$ cat src/rtl/syscall_unit.sv
// Syscall service unit: decodes SPIM-style syscalls retired by writeback and drives
// console int/char handshakes, walking data memory word by word for print_string.
module syscall_unit #(
    parameter int MAX_STR_LEN = 256,
    parameter int ADDR_W      = 32
) (
    input  logic              clk,
    input  logic              rst_n,
    input  logic              syscall_in,
    input  logic [31:0]       v0,
    input  logic [31:0]       a0,
    output logic              stall_req,
    output logic              mem_rd_en,
    output logic [ADDR_W-1:0] mem_rd_addr,
    input  logic [31:0]       mem_rd_data,
    output logic              char_valid,
    output logic [7:0]        char_data,
    input  logic              char_ready,
    output logic              int_valid,
    output logic [31:0]       int_data,
    input  logic              int_ready,
    output logic              halt,
    output logic              err_pulse
);

    localparam int CNT_W = $clog2(MAX_STR_LEN + 1);

    localparam logic [31:0] CODE_PRINT_INT  = 32'd1;
    localparam logic [31:0] CODE_PRINT_STR  = 32'd4;
    localparam logic [31:0] CODE_EXIT       = 32'd10;
    localparam logic [31:0] CODE_PRINT_CHAR = 32'd11;

    typedef enum logic [2:0] {
        S_IDLE     = 3'd0,
        S_INT_OUT  = 3'd1,
        S_CHAR_OUT = 3'd2,
        S_STR_REQ  = 3'd3,
        S_STR_WAIT = 3'd4,
        S_STR_EMIT = 3'd5,
        S_HALTED   = 3'd6
    } state_t;

    state_t              r_state;
    state_t              w_next_state;
    logic [ADDR_W-1:0]   r_ptr;
    logic [ADDR_W-1:0]   w_ptr_nxt;
    logic [ADDR_W-1:0]   w_ptr_inc;
    logic [CNT_W-1:0]    r_count;
    logic [CNT_W-1:0]    w_count_nxt;
    logic [31:0]         r_buf;
    logic [31:0]         w_buf_nxt;
    logic [31:0]         w_emit_word;
    logic [7:0]          w_emit_byte;
    logic                w_code_ok;

    logic                r_stall;
    logic                r_mem_rd_en;
    logic [ADDR_W-1:0]   r_mem_rd_addr;
    logic                r_char_valid;
    logic [7:0]          r_char_data;
    logic                r_int_valid;
    logic [31:0]         r_int_data;
    logic                r_halt;
    logic                r_err;

    logic                w_stall_nxt;
    logic                w_mem_rd_en_nxt;
    logic [ADDR_W-1:0]   w_mem_rd_addr_nxt;
    logic                w_char_valid_nxt;
    logic [7:0]          w_char_data_nxt;
    logic                w_int_valid_nxt;
    logic [31:0]         w_int_data_nxt;
    logic                w_halt_nxt;
    logic                w_err_nxt;

    // Little-endian byte lane select within a fetched word.
    function automatic logic [7:0] sel_byte(input logic [31:0] word, input logic [1:0] idx);
        logic [7:0] b;
        case (idx)
            2'd0:    b = word[7:0];
            2'd1:    b = word[15:8];
            2'd2:    b = word[23:16];
            2'd3:    b = word[31:24];
            default: b = 8'h00;
        endcase
        return b;
    endfunction

    assign w_ptr_inc = r_ptr + ADDR_W'(1);
    assign w_code_ok = (v0 == CODE_PRINT_INT) || (v0 == CODE_PRINT_STR) ||
                       (v0 == CODE_EXIT)      || (v0 == CODE_PRINT_CHAR);

    // State register.
    always_ff @(posedge clk or negedge rst_n) begin
        if (!rst_n) begin
            r_state <= S_IDLE;
        end else begin
            r_state <= w_next_state;
        end
    end

    // Next-state decode.
    always_comb begin
        w_next_state = r_state;
        case (r_state)
            S_IDLE: begin
                if (syscall_in) begin
                    case (v0)
                        CODE_PRINT_INT:  w_next_state = S_INT_OUT;
                        CODE_PRINT_CHAR: w_next_state = S_CHAR_OUT;
                        CODE_PRINT_STR:  w_next_state = S_STR_REQ;
                        CODE_EXIT:       w_next_state = S_HALTED;
                        default:         w_next_state = S_IDLE;
                    endcase
                end else begin
                    w_next_state = S_IDLE;
                end
            end
            S_INT_OUT: begin
                if (int_ready) w_next_state = S_IDLE;
                else           w_next_state = S_INT_OUT;
            end
            S_CHAR_OUT: begin
                if (char_ready) w_next_state = S_IDLE;
                else            w_next_state = S_CHAR_OUT;
            end
            S_STR_REQ:  w_next_state = S_STR_WAIT;
            S_STR_WAIT: w_next_state = S_STR_EMIT;
            S_STR_EMIT: begin
                // char_valid low here means the current byte was a terminator or the cap was hit
                if (!r_char_valid) begin
                    w_next_state = S_IDLE;
                end else if (char_ready) begin
                    w_next_state = (w_ptr_inc[1:0] == 2'b00) ? S_STR_REQ : S_STR_EMIT;
                end else begin
                    w_next_state = S_STR_EMIT;
                end
            end
            S_HALTED: w_next_state = S_HALTED;
            default:  w_next_state = S_IDLE;
        endcase
    end

    // Output and datapath lookahead: next values for every registered output.
    always_comb begin
        w_ptr_nxt         = r_ptr;
        w_count_nxt       = r_count;
        w_buf_nxt         = r_buf;
        w_emit_word       = r_buf;
        w_int_data_nxt    = r_int_data;
        w_char_data_nxt   = r_char_data;
        w_mem_rd_addr_nxt = r_mem_rd_addr;
        w_char_valid_nxt  = 1'b0;
        case (r_state)
            S_IDLE: begin
                if (syscall_in) begin
                    w_ptr_nxt       = a0[ADDR_W-1:0];
                    w_count_nxt     = '0;
                    w_int_data_nxt  = a0;
                    w_char_data_nxt = a0[7:0];
                end else begin
                    w_ptr_nxt = r_ptr;
                end
            end
            S_STR_WAIT: begin
                w_buf_nxt   = mem_rd_data;
                w_emit_word = mem_rd_data;
            end
            S_STR_EMIT: begin
                if (r_char_valid && char_ready) begin
                    w_ptr_nxt   = w_ptr_inc;
                    w_count_nxt = r_count + CNT_W'(1);
                end else begin
                    w_ptr_nxt = r_ptr;
                end
            end
            default: w_ptr_nxt = r_ptr;
        endcase

        w_emit_byte = sel_byte(w_emit_word, w_ptr_nxt[1:0]);
        case (w_next_state)
            S_CHAR_OUT: w_char_valid_nxt = 1'b1;
            S_STR_EMIT: begin
                w_char_valid_nxt = (w_emit_byte != 8'h00) && (w_count_nxt != CNT_W'(MAX_STR_LEN));
                if (w_char_valid_nxt) w_char_data_nxt = w_emit_byte;
                else                  w_char_data_nxt = r_char_data;
            end
            S_STR_REQ:  w_mem_rd_addr_nxt = {w_ptr_nxt[ADDR_W-1:2], 2'b00};
            default:    w_char_valid_nxt = 1'b0;
        endcase

        w_mem_rd_en_nxt = (w_next_state == S_STR_REQ);
        w_int_valid_nxt = (w_next_state == S_INT_OUT);
        w_halt_nxt      = (w_next_state == S_HALTED);
        w_stall_nxt     = (w_next_state != S_IDLE) && (w_next_state != S_HALTED);
        // r_stall mirrors "busy"; halted syscalls are silently ignored
        w_err_nxt       = syscall_in && (r_stall || ((r_state == S_IDLE) && !w_code_ok));
    end

    // Datapath and output registers.
    always_ff @(posedge clk or negedge rst_n) begin
        if (!rst_n) begin
            r_ptr         <= '0;
            r_count       <= '0;
            r_buf         <= 32'h0;
            r_stall       <= 1'b0;
            r_mem_rd_en   <= 1'b0;
            r_mem_rd_addr <= '0;
            r_char_valid  <= 1'b0;
            r_char_data   <= 8'h00;
            r_int_valid   <= 1'b0;
            r_int_data    <= 32'h0;
            r_halt        <= 1'b0;
            r_err         <= 1'b0;
        end else begin
            r_ptr         <= w_ptr_nxt;
            r_count       <= w_count_nxt;
            r_buf         <= w_buf_nxt;
            r_stall       <= w_stall_nxt;
            r_mem_rd_en   <= w_mem_rd_en_nxt;
            r_mem_rd_addr <= w_mem_rd_addr_nxt;
            r_char_valid  <= w_char_valid_nxt;
            r_char_data   <= w_char_data_nxt;
            r_int_valid   <= w_int_valid_nxt;
            r_int_data    <= w_int_data_nxt;
            r_halt        <= w_halt_nxt;
            r_err         <= w_err_nxt;
        end
    end

    assign stall_req   = r_stall;
    assign mem_rd_en   = r_mem_rd_en;
    assign mem_rd_addr = r_mem_rd_addr;
    assign char_valid  = r_char_valid;
    assign char_data   = r_char_data;
    assign int_valid   = r_int_valid;
    assign int_data    = r_int_data;
    assign halt        = r_halt;
    assign err_pulse   = r_err;

endmodule

$ cat config.mk
export PLATFORM = sky130hd
export DESIGN_NAME = syscall_unit
export DESIGN_NICKNAME = d
export VERILOG_FILES = /design/src/rtl/syscall_unit.sv
export SDC_FILE = /design/constraint.sdc
export NUM_CORES = 1
export LEC_CHECK = 0
export CORE_UTILIZATION = 45
export DETAILED_ROUTE_END_ITERATION = 12
export PLACE_DENSITY = 0.77
export SLEW_MARGIN = 15
export SYNTH_ARGS = -nofsm -noshare
export SYNTH_HDL_FRONTEND = slang
export SYNTH_SLANG_ARGS = --single-unit
$ cat constraint.sdc
create_clock -name clk -period 2.45 [get_ports clk]
set_input_delay 0.49 -clock clk [delete_from_list [all_inputs] [get_ports clk]]
set_output_delay 0.49 -clock clk [all_outputs]
set_load 0.005 [all_outputs]
* After elaboration in Yosys (flattened, before gate mapping) *
Cells that the tools add are included.

storage, ports and cells
  register bits after elaboration = 152
  bits of input ports = 101
  output and inout port bits = 78

cells by class
  $add $sub $neg = 2
  equality and inequality tests = 21
  mux-type cells = 21
  reductions and logical operators = 19

operators with widths
  operator                                         number
  2-to-1 mux 32 bit                                3
  == test 32 x 4 -> 1 bit (second input constant)  2
  case mux 32 bit (2 select lines)                 1
  adder 32 x 1 -> 32 bit (second input constant)   1
  == test 32 x 1 -> 1 bit (second input constant)  1
  == test 32 x 3 -> 1 bit (second input constant)  1
  2-to-1 mux 8 bit                                 4
  case mux 8 bit (4 select lines)                  1
  case mux 3 bit (7 select lines)                  1
  2-to-1 mux 9 bit                                 2
  case mux 9 bit (2 select lines)                  1
  == test 3 bit (second input constant)            5
  == test 3 x 2 -> 1 bit (second input constant)   4
  2-to-1 mux 3 bit                                 4
  case mux 3 bit (4 select lines)                  1
  adder 9 x 1 -> 9 bit (second input constant)     1
  inequality test 9 bit (second input constant)    1
  nonzero test 8 bit                               1
  == test 3 x 1 -> 1 bit (second input constant)   2
  logical AND 1 bit                                5
  == test 2 bit (second input constant)            2
  logical NOT 2 bit                                2
  logical OR 1 bit                                 4
  nonzero test 2 bit                               2
  11 further kinds                                 11

* Depth between registers and ports, before layout *
Gate-level depths: netlist of the first run.

  word-level depth = 9
  mapped depth = 12

* Least setup slack after synthesis of the first run *
Ideal clock, no wire load.

  path kind = reg2reg
  start point = register r_state[2]
  end point = register r_char_data[3] (netlist: char_data[3])
  setup time = 0.137 ns
  data arrival time = 2.550 ns
  setup slack = -0.236 ns
  stages on the path, launching flop included = 11
  period minus slack after synthesis = 2.686 ns
  cell sequence = dfrtp_1 -> buf_2 -> nor3b_2 -> buf_6 -> buf_2 -> buf_6 -> mux2_2 -> mux4_2 -> mux2_2 -> o21ai_0 -> o31ai_2

between the ends
  cells in the longest elaborated chain, start to end = 8
  elaborated cells on any way between the ends = 26
  those cells by class = 12 x eq/ne; 7 x mux; 7 x reduce/logical

RTL lines
  what                                                RTL line  text
  from (decl)                                         43        state_t r_state;
  from (signal assigned)                              98        r_state <= w_next_state;
  == test 3 bit or logical NOT 3 bit (tied branches)  105, 154
  case mux 32 bit (2 select lines)                    154       case (r_state)
  == test 2 bit, or another cell as far along         79        case (idx)
  case mux 8 bit (4 select lines)                     79
  nonzero test 8 bit                                  184       w_char_valid_nxt = (w_emit_byte != 8'h00) && (w_count_nxt != CNT_W'(MAX_STR_LEN));
  logical AND 1 bit                                   184
  inequality test 2 bit (no source line)              -
  AND reduction 3 bit (no source line)                -
  to (signal assigned)                                223       r_char_data <= w_char_data_nxt;
  to (decl)                                           60        logic [7:0] r_char_data;

Several ways; a longest one is shown, not always the timed one. The select of a mux whose other input is x is not followed.
A chain may end at the register's enable or synchronous reset.

* Worst setup path after layout of the first run *
  start point = register r_state[0]
  end point = register r_char_data[1] (netlist: char_data[1])

The elaborated chain is that of the path after synthesis.

==> summary.txt, run 1 <==
Fill cells: 1178
Post-Synth XOR/XNOR Area: 0.002364
number of port buffers: 176
fin util: 0.7088
peak supply drop: 0.5660 mV
Finish-stage setup viols: 40
Post-synth ARST share: 1.000
main combinational cell family by area after synthesis: simple AND/OR/NAND/NOR gates
Peak Freq: 354.6 MHz
Core Box Area: 0.01600 mm²
Rows: 46
power per cell area: 1047 mW/mm²
post-synthesis cell type count: 72
P&R area growth vs syn: 53.03%
Slew HR: 0.5476
Final ANT Viol Nets: 0
Root Driver: clkbuf_16
Startpoint Class: register
max cap viols: 0
multi-input logic area: 0.003576 mm²
Avg Vias per Cell: 5.452
Routability Congestion: 0.8537
later-pin clock latency in the skew report: 0.43 ns
clock tree buffer depth: 2
drt drc: 0
vias in the first global route: 6472
HP Class: input port to asynchronous set/reset pin
GR Util All Layers: 0.2503
die area: 0.01699 mm²
Worst setup EP type: register
critical setup path kind: register to register
failing checks: negative setup slack
crit-path max FO: 5
commonest non-fill, non-tap cell in the layout: clkdlybuf4s50_1
CP required: 2.78 ns
average size of a mapped cell: 10.72 µm²
Clock Skew: 0.007316 ns
Routed WL per cell: 17.50 µm
antenna violations before repair: 0
Initial Utilization: 0.4632
status: complete, but fails checks
Final Cycle Share: 1.151
TritonCTS clock tree: done
num ports: 179
TritonRoute pass-1 iters: 7
fin nets: 1095
largest net degree at the start of global routing: 95
share of layout cells above drive strength 1: 0.2841
H-tree depth: 4
most frequent cells in the layout: 174 x clkdlybuf4s50_1, 151 x dfrtp_1, 119 x nand2_1
Die Height: 130.3 µm
ys flop type: dfrtp_1
mux cell area share after synthesis: 0.1070
Iter 0 DRT Violations: 499
Min Clock Period, post-route: 2.820 ns
Final HPWL DP: 14.54 mm
Via Count: 6646
Die W: 130.3 µm
register area share after synthesis: 0.5133
Placed Area: 0.01023 mm²
Fin. Hold Viols: 0
# diodes: 0
final wirelength: 21.34 mm
FF+latch area: 0.003805 mm²
Cells after Synth: 691
cts bufs inserted: 17
post-synthesis adder-cell area fraction: 0.005065
compound-cell area share of the yosys netlist: 0.1425
Sink Count: 152
Simple-Gate Fraction of Synth Area: 0.1822
Finished Cell Area: 0.01134 mm²
Reg clk slew, reported paths: 0.06 ns
RSZ-0062 raised after global routing: true
Leakage: 5.030 nW
gr ovfl total: 0
synthesized flop and latch total: 152
number of flops mapped to enable cells by yosys: 0
arrival time at the worst endpoint: 3.15 ns
Pins Over Slew Limit: 0
Syn. warnings: 0
final worst slack: -0.3700 ns
Syn Std Cell Area: 0.007411 mm²
global-route wire length before repair: 32.37 mm
worst-margin pin slew: 0.6702 ns
[registers in the layout, summed over array words and instances (netlist names)]
register	flops
r_ptr	32
r_state	3
stall_req	1
char_data	8
mem_rd_addr	30
int_valid	1
r_count	9
halt	1
r_buf	32
mem_rd_en	1
err_pulse	1
char_valid	1
int_data	32
[critical path: stages (launching register included)]
cell and delay (ns):
dfrtp_1 0.41, buf_4 0.16, nor3b_4 0.26, buf_6 0.16, buf_16 0.11, mux2_4 0.31, or3_4 0.39, a22oi_2 0.14
a32oi_2 0.16, o31a_4 0.41, o31ai_2 0.20
[cell families after synthesis]
logic type | Yosys count
XOR/XNOR | 2
other | 1
adder cells (fa/ha/maj) | 3
buffers and inverters | 66
multiplexers | 69
flip-flops | 152
AND/OR/NAND/NOR | 262
AO/OA/AOI/OAI | 136
[Yosys cell counts (7+ instances only)]
cell / n / area (µm²)
o211ai_1: 27 / 202.7
clkbuf_1: 12 / 45.04
mux2_1: 26 / 292.8
a21o_1: 7 / 52.55
mux2_2: 28 / 315.3
or3_1: 11 / 68.82
nand3_1: 31 / 155.2
nand4_1: 12 / 75.07
o21ai_0: 17 / 85.08
o31ai_2: 8 / 100.1
o22ai_1: 7 / 43.79
nor3_1: 14 / 70.07
mux2i_1: 11 / 110.1
buf_4: 8 / 60.06
nor2_1: 15 / 56.30
buf_6: 7 / 78.83
and2_1: 10 / 62.56
nor4_1: 11 / 68.82
nand2_1: 121 / 454.2
inv_1: 27 / 101.4
dfrtp_1: 152 / 3804
a21oi_1: 19 / 95.09
o311ai_0: 14 / 122.6
[area by class of cell]
cell class,count,area share
clock inverter,10,0.008495
timing repair buffer,317,0.2670
sequential,152,0.3355
inverter,28,0.009267
tap,216,0.02383
clock buffer,21,0.04060
multi-input combinational,475,0.3153
[routing by layer]
metal | wire length [µm] | part of all wire | global-route usage | vias up
met3 | 1141 | 0.053 | 0.05084 | 30
met5 | 0 | 0 | 0 | -
met1 | 9299 | 0.44 | 0.3308 | 3249
met2 | 10520 | 0.49 | 0.4152 | 230
met4 | 375 | 0.018 | 0.07708 | 0
li1 | - | - | - | 3137
[path summary, 6_finish.rpt]
kind                              from      endpoint  slack (ns)  depth (start not counted)
setup reg to reg            r_state[0]  char_data[1]       -0.37                         10
hold / removal                   rst_n     stall_req        0.46                          2
min in group clk            syscall_in     err_pulse        0.46                          3
setup / recovery            r_state[0]  char_data[1]       -0.37                         10
hold reg to reg            int_data[7]   int_data[7]        0.47                          2
max in group asynchronous        rst_n     r_ptr[10]        1.26                          3
[where the power goes]
group          leakage, nW  switching (mW)  internal, mW
Sequential            1.88           0.624          3.47
Combinational         2.87            2.46          2.86
Clock                0.273            1.02          1.45
Total                 5.03            4.10          7.77
[metrics by stage]
stage / setup TNS (ns) / worst slack, ns / hold slack, ns / total power [mW] / cells
global placement: -28.32 / -0.9307 / 0.3297 / 8.705 / 1160
global route: -14.09 / -0.4360 / 0.4681 / 12.52 / 1219
finish: -9.918 / -0.3700 / 0.4569 / 11.88 / 1219
floorplan: -1.179 / -0.08835 / 0.1944 / 6.529 / 692
detailed placement: -32.99 / -1.055 / 0.3290 / 8.860 / 1160
CTS: -10.52 / -0.3388 / 0.4419 / 11.65 / 1212
[repair_timing]
action	4_1_cts	5_1_grt
setup buffers	17	5
pin swaps	3	14
hold buffers	1	0
hold endpoints to repair	13	0
endpoints found under the setup margin	43	50
gates cloned	3	2
gates resized for setup	19	44
No activity file was read; power rests on OpenSTA's default activity.
==> run 2, diff against run 1 <==
--- a/config.mk
+++ b/config.mk
@@ -5,9 +5,10 @@
 export SDC_FILE = /design/constraint.sdc
 export NUM_CORES = 1
 export LEC_CHECK = 0
-export CORE_UTILIZATION = 45
+export CORE_UTILIZATION = 47
+export CTS_BUF_LIST = sky130_fd_sc_hd__clkbuf_8
 export DETAILED_ROUTE_END_ITERATION = 12
-export PLACE_DENSITY = 0.77
+export PLACE_DENSITY = 0.79
 export SLEW_MARGIN = 15
 export SYNTH_ARGS = -nofsm -noshare
 export SYNTH_HDL_FRONTEND = slang
==> summary.txt, run 2 (same netlist as run 1, synthesis figures left out) <==
die area: 0.01627 mm² (was 0.01699 mm²)
Clock Skew: 0.01970 ns (was 0.007316 ns)
vias in the first global route: 6650 (was 6472)
antenna violations before repair: 0 (unchanged)
hold depth: 2
Iter 0 DRT Violations: 588 (was 499)
fin util: 0.7373 (was 0.7088)
global-route wire length before repair: 34.21 mm (was 32.37 mm)
multi-input logic area: 0.003627 mm² (was 0.003576 mm²)
Cells after DPL: 1143 (was 1160)
final worst slack: -0.2968 ns (was -0.3700 ns)
fin nets: 1091 (was 1095)
CP required: 2.80 ns (was 2.78 ns)
HP Class: register to register (was input port to asynchronous set/reset pin)
number of port buffers: 176 (unchanged)
TritonRoute pass-1 iters: 5 (was 7)
num ports: 179 (unchanged)
TritonCTS clock tree: done (unchanged)
Final ANT Viol Nets: 0 (unchanged)
Final HPWL DP: 14.69 mm (was 14.54 mm)
power per cell area: 1005 mW/mm² (was 1047 mW/mm²)
Startpoint Class: register (unchanged)
setup_tns: -4.395 ns (was -9.918 ns)
P&R area growth vs syn: 52.37% (was 53.03%)
Slew HR: 0.5767 (was 0.5476)
Leakage: 4.972 nW (was 5.030 nW)
Via Count: 6816 (was 6646)
Sink Count: 152 (unchanged)
Final Non-Filler Cells: 1211 (was 1219)
RSZ-0062 raised after global routing: true (unchanged)
Worst setup EP type: register (unchanged)
max cap viols: 0 (unchanged)
Core Box Area: 0.01531 mm² (was 0.01600 mm²)
final wirelength: 22.09 mm (was 21.34 mm)
Min Clock Period, post-route: 2.747 ns (was 2.820 ns)
Routed WL per cell: 18.24 µm (was 17.50 µm)
share of layout cells above drive strength 1: 0.2910 (was 0.2841)
crit-path max FO: 6 (was 5)
Rows: 45 (was 46)
Fill cells: 1061 (was 1178)
Avg Vias per Cell: 5.628 (was 5.452)
R2R cell count: 9 (was 10)
Peak Freq: 364.1 MHz (was 354.6 MHz)
Final Cycle Share: 1.121 (was 1.151)
peak supply drop: 0.4413 mV (was 0.5660 mV)
critical setup path kind: register to register (unchanged)
GR Util All Layers: 0.2753 (was 0.2503)
gr ovfl total: 0 (unchanged)
worst-margin pin slew: 0.6270 ns (was 0.6702 ns)
Root Driver: clkbuf_8 (was clkbuf_16)
Initial Utilization: 0.4839 (was 0.4632)
H-tree depth: 4 (unchanged)
Pins Over Slew Limit: 0 (unchanged)
cts bufs inserted: 17 (unchanged)
Fin. Hold Viols: 0 (unchanged)
FF+latch area: 0.003805 mm² (unchanged)
# diodes: 0 (unchanged)
later-pin clock latency in the skew report: 0.47 ns (was 0.43 ns)
status: complete, but fails checks (unchanged)
Die W: 127.6 µm (was 130.3 µm)
most frequent cells in the layout: 175 x clkdlybuf4s50_1, 151 x dfrtp_1, 121 x nand2_1 (was 174 x clkdlybuf4s50_1, 151 x dfrtp_1, 119 x nand2_1)
drt drc: 0 (unchanged)
commonest non-fill, non-tap cell in the layout: clkdlybuf4s50_1 (unchanged)
Post-Place Setup Slack: -1.008 ns (was -1.055 ns)
Routability Congestion: 0.8843 (was 0.8537)
failing checks: negative setup slack (unchanged)
Reg clk slew, reported paths: 0.09 ns (was 0.06 ns)
Finish-stage setup viols: 38 (was 40)
arrival time at the worst endpoint: 3.10 ns (was 3.15 ns)
largest net degree at the start of global routing: 62 (was 95)
Die Height: 127.6 µm (was 130.3 µm)
clock tree buffer depth: 2 (unchanged)
-- run 2: cell count changes in the layout (fill, tap and decap cells not counted), moves of 3 or more --
cell	delta
clkinvlp_4	+4
buf_12	+4
clkbuf_16	-17
clkbuf_8	+15
inv_8	+3
clkinv_4	-3
buf_4	-11
nor4_1	-3
-- run 2: path summary, 6_finish.rpt --
kind,startpoint,to,slack (ns)
setup / recovery,r_state[1],char_valid,-0.30
hold / removal,int_data[24],int_data[24],0.49
setup reg to reg,r_state[1],char_valid,-0.30
hold reg to reg,int_data[24],int_data[24],0.49
max in group asynchronous,rst_n,r_count[7],1.25
min in group asynchronous,rst_n,halt,0.51
-- run 2: metal layers --
layer	global-route usage	up-vias	share of wire
li1	-	3135	-
met3	0.05570	60	0.060
met4	0.1509	0	0.037
met1	0.3634	3326	0.44
met5	0	-	0
met2	0.4278	295	0.47
-- run 2: where the power goes --
part,total [mW],internal (mW),switching (mW),leakage [nW]
sequential,4.12,3.46,0.660,1.88
clock,1.85,0.824,1.02,0.182
combinational,5.38,2.93,2.44,2.91
total,11.3,7.22,4.13,4.97
-- run 2: what timing repair did --
item	4_1_cts	5_1_grt
gates cloned	6	1
pin swaps	16	17
setup buffers	19	11
endpoints found under the hold margin	42	0
setup endpoints to repair	43	45
hold buffers	1	0
resized for setup	38	44
-- run 2: per-stage QoR --
step / instance area [µm²] / hold slack (ns) / power (mW)
2_1_floorplan: 7566 / 0.1944 / 6.529
3_5_place_dp: 10190 / 0.4468 / 8.784
4_1_cts: 11040 / 0.4791 / 11.11
6_report: 11290 / 0.4867 / 11.34
3_3_place_gp: 10190 / 0.4421 / 8.665
5_1_grt: 11290 / 0.5043 / 11.98
-- run 2: layout make-up --
cell class	count	share of cell area
multi-input combinational	475	0.3212
sequential	152	0.3370
timing repair buffer	313	0.2756
inverter	28	0.009307
tap	211	0.02338
clock inverter	15	0.01285
clock buffer	17	0.02072
-- run 2: critical path, stage by stage (launching register included) --
cell and delay, ns:
dfrtp_2 0.44, buf_6 0.12, nor3b_4 0.22, buf_12 0.16
mux2_4 0.31, or3_4 0.39, a22oi_2 0.23, a32oi_2 0.16
o31a_4 0.41, o21bai_1 0.17
==> run 3, diff against run 2 <==
--- a/config.mk
+++ b/config.mk
@@ -5,11 +5,11 @@
 export SDC_FILE = /design/constraint.sdc
 export NUM_CORES = 1
 export LEC_CHECK = 0
+export CORE_MARGIN = 5
 export CORE_UTILIZATION = 47
 export CTS_BUF_LIST = sky130_fd_sc_hd__clkbuf_8
 export DETAILED_ROUTE_END_ITERATION = 12
-export PLACE_DENSITY = 0.79
-export SLEW_MARGIN = 15
+export PLACE_DENSITY_LB_ADDON = 0.1
 export SYNTH_ARGS = -nofsm -noshare
 export SYNTH_HDL_FRONTEND = slang
 export SYNTH_SLANG_ARGS = --single-unit
==> summary.txt, run 3 (same netlist as run 1, synthesis figures left out) <==
num ports: 179 (unchanged)
Die W: 135.6 µm (was 127.6 µm)
critical setup path kind: register to register (unchanged)
largest net degree at the start of global routing: 59 (was 62)
TritonRoute pass-1 iters: 5 (unchanged)
later-pin clock latency in the skew report: 0.45 ns (was 0.47 ns)
Root Driver: clkbuf_8 (unchanged)
worst-margin pin slew: 0.6285 ns (was 0.6270 ns)
grt met2 use: 0.3996 (was 0.4278)
Reg2Reg Launch Point: r_state[1] (unchanged)
Avg Vias per Cell: 5.445 (was 5.628)
H-tree depth: 4 (unchanged)
power per cell area: 1029 mW/mm² (was 1005 mW/mm²)
vias in the first global route: 6872 (was 6650)
Routed WL per cell: 17.96 µm (was 18.24 µm)
Final Cycle Share: 1.104 (was 1.121)
global-route wire length before repair: 35.07 mm (was 34.21 mm)
RSZ-0062 raised after global routing: true (unchanged)
fin util: 0.7208 (was 0.7373)
Routability Congestion: 0.8548 (was 0.8843)
Final ANT Viol Nets: 0 (unchanged)
Initial Utilization: 0.4734 (was 0.4839)
crit path from: r_state[1] (unchanged)
final wirelength: 21.70 mm (was 22.09 mm)
Clock Skew: 0.01385 ns (was 0.01970 ns)
HP Class: input port to register (was register to register)
setup_tns: -3.805 ns (was -4.395 ns)
Iter 0 DRT Violations: 427 (was 588)
Min Clock Period, post-route: 2.705 ns (was 2.747 ns)
max cap viols: 0 (unchanged)
# diodes: 0 (unchanged)
share of layout cells above drive strength 1: 0.2833 (was 0.2910)
Startpoint Class: register (unchanged)
worst reg2reg endpoint: char_valid (unchanged)
Cells after DPL: 1151 (was 1143)
worst-path cell chain: nor3b_4 -> buf_12 -> mux2_4 -> or3_4 -> a221oi_4 -> nor2_2 -> o31a_4 -> o21bai_1 (was buf_6 -> nor3b_4 -> buf_12 -> mux2_4 -> or3_4 -> a22oi_2 -> a32oi_2 -> o31a_4 -> o21bai_1)
crit-path max FO: 6 (unchanged)
Crit-path slowest cell: dfrtp_2 (unchanged)
CP required: 2.78 ns (was 2.80 ns)
peak supply drop: 0.4877 mV (was 0.4413 mV)
arrival time at the worst endpoint: 3.03 ns (was 3.10 ns)
Sink Count: 152 (unchanged)
Final Non-Filler Cells: 1208 (was 1211)
clock tree buffer depth: 2 (unchanged)
R2R cell count: 8 (was 9)
r2r setup slk: -0.26 ns (was -0.30 ns)
cts bufs inserted: 17 (unchanged)
Die Height: 135.6 µm (was 127.6 µm)
Peak Freq: 369.6 MHz (was 364.1 MHz)
Worst Setup EP: char_valid (unchanged)
Reg clk slew, reported paths: 0.08 ns (was 0.09 ns)
met1 Use GR: 0.3205 (was 0.3634)
Pins Over Slew Limit: 0 (unchanged)
P&R area growth vs syn: 52.27% (was 52.37%)
commonest non-fill, non-tap cell in the layout: clkdlybuf4s50_1 (unchanged)
gr ovfl total: 0 (unchanged)
Final HPWL DP: 15.24 mm (was 14.69 mm)
Via Count: 6578 (was 6816)
antenna violations before repair: 0 (unchanged)
Rows: 46 (was 45)
failing checks: negative setup slack (unchanged)
status: complete, but fails checks (unchanged)
Leakage: 4.970 nW (was 4.972 nW)
Fin. Hold Viols: 0 (unchanged)
die area: 0.01838 mm² (was 0.01627 mm²)
Most Crowded Layer GR: met2 (unchanged)
fin nets: 1083 (was 1091)
TritonCTS clock tree: done (unchanged)
Slew HR: 0.5757 (was 0.5767)
number of port buffers: 176 (unchanged)
Finish-stage setup viols: 37 (was 38)
Crit path largest cell delay: 0.45 ns (was 0.44 ns)
drt drc: 0 (unchanged)
met3 Track Usage GR: 0.05015 (was 0.05570)
Worst setup EP type: register (unchanged)
final worst slack: -0.2553 ns (was -0.2968 ns)
most frequent cells in the layout: 173 x clkdlybuf4s50_1, 151 x dfrtp_1, 121 x nand2_1 (was 175 x clkdlybuf4s50_1, 151 x dfrtp_1, 121 x nand2_1)
WHS: 0.4495 ns (was 0.4867 ns)
Core Box Area: 0.01566 mm² (was 0.01531 mm²)
GR Util All Layers: 0.2389 (was 0.2753)
## run 3: stage by stage
step / cell area [µm²] / setup WS [ns] / power (mW)
after floorplan: 7566 / -0.08835 / 6.529
after global placement: 10220 / -0.8356 / 8.657
after detailed placement: 10220 / -0.9132 / 8.848
after CTS: 11130 / -0.2247 / 11.37
after global routing: 11280 / -0.3587 / 12.30
final: 11280 / -0.2553 / 11.61
## run 3: layout make-up
cell class | count | area [µm²]
Fill cell | 1127 | 4370
Sequential cell | 152 | 3805
Multi-Input combinational cell | 475 | 3656
Timing Repair Buffer | 305 | 2995
Tap cell | 216 | 270.3
Clock buffer | 19 | 261.5
Clock inverter | 13 | 191.4
Inverter | 28 | 105.1
## run 3: worst min path at each step
stage                 start      endpoint  slack (ns)  cells past startpoint
3_3_place_gp          rst_n     r_buf[25]        0.45                      1
4_1_cts          syscall_in     err_pulse        0.43                      3
3_5_place_dp   int_data[17]  int_data[17]        0.46                      2
5_1_grt          syscall_in     err_pulse        0.46                      3
2_1_floorplan         rst_n  char_data[0]        0.19                      0
6_report         syscall_in     err_pulse        0.45                      3
## run 3: power breakdown
group	switching, mW	leakage [nW]	internal [mW]	total (mW)
clock network	0.985	0.230	1.18	2.16
logic	2.43	2.86	2.87	5.31
registers	0.671	1.88	3.46	4.13
total	4.09	4.97	7.52	11.6
## run 3: critical path, delay by kind of cell, from the launching register on
| family | cells | cell delay, ns |
|---|---|---|
| muxes | 1 | 0.32 |
| and+or+nand+nor | 3 | 0.74 |
| buffers and inverters | 1 | 0.17 |
| DFF | 1 | 0.45 |
| AOI/OAI and AO/OA | 3 | 0.90 |
## run 3: what timing repair did
item,CTS,global route
endpoints found under the hold margin,47,0
buffers inserted,18,4
resized for setup,48,39
hold buffers,1,0
pin swaps,10,17
cloned,5,0
endpoints found under the setup margin,42,44
## run 3: metal layers
| metal | wire [µm] | up-vias |
|---|---|---|
| met5 | 0 | - |
| met4 | 238 | 0 |
| met3 | 1089 | 16 |
| met2 | 10780 | 192 |
| met1 | 9583 | 3275 |
| li1 | - | 3095 |
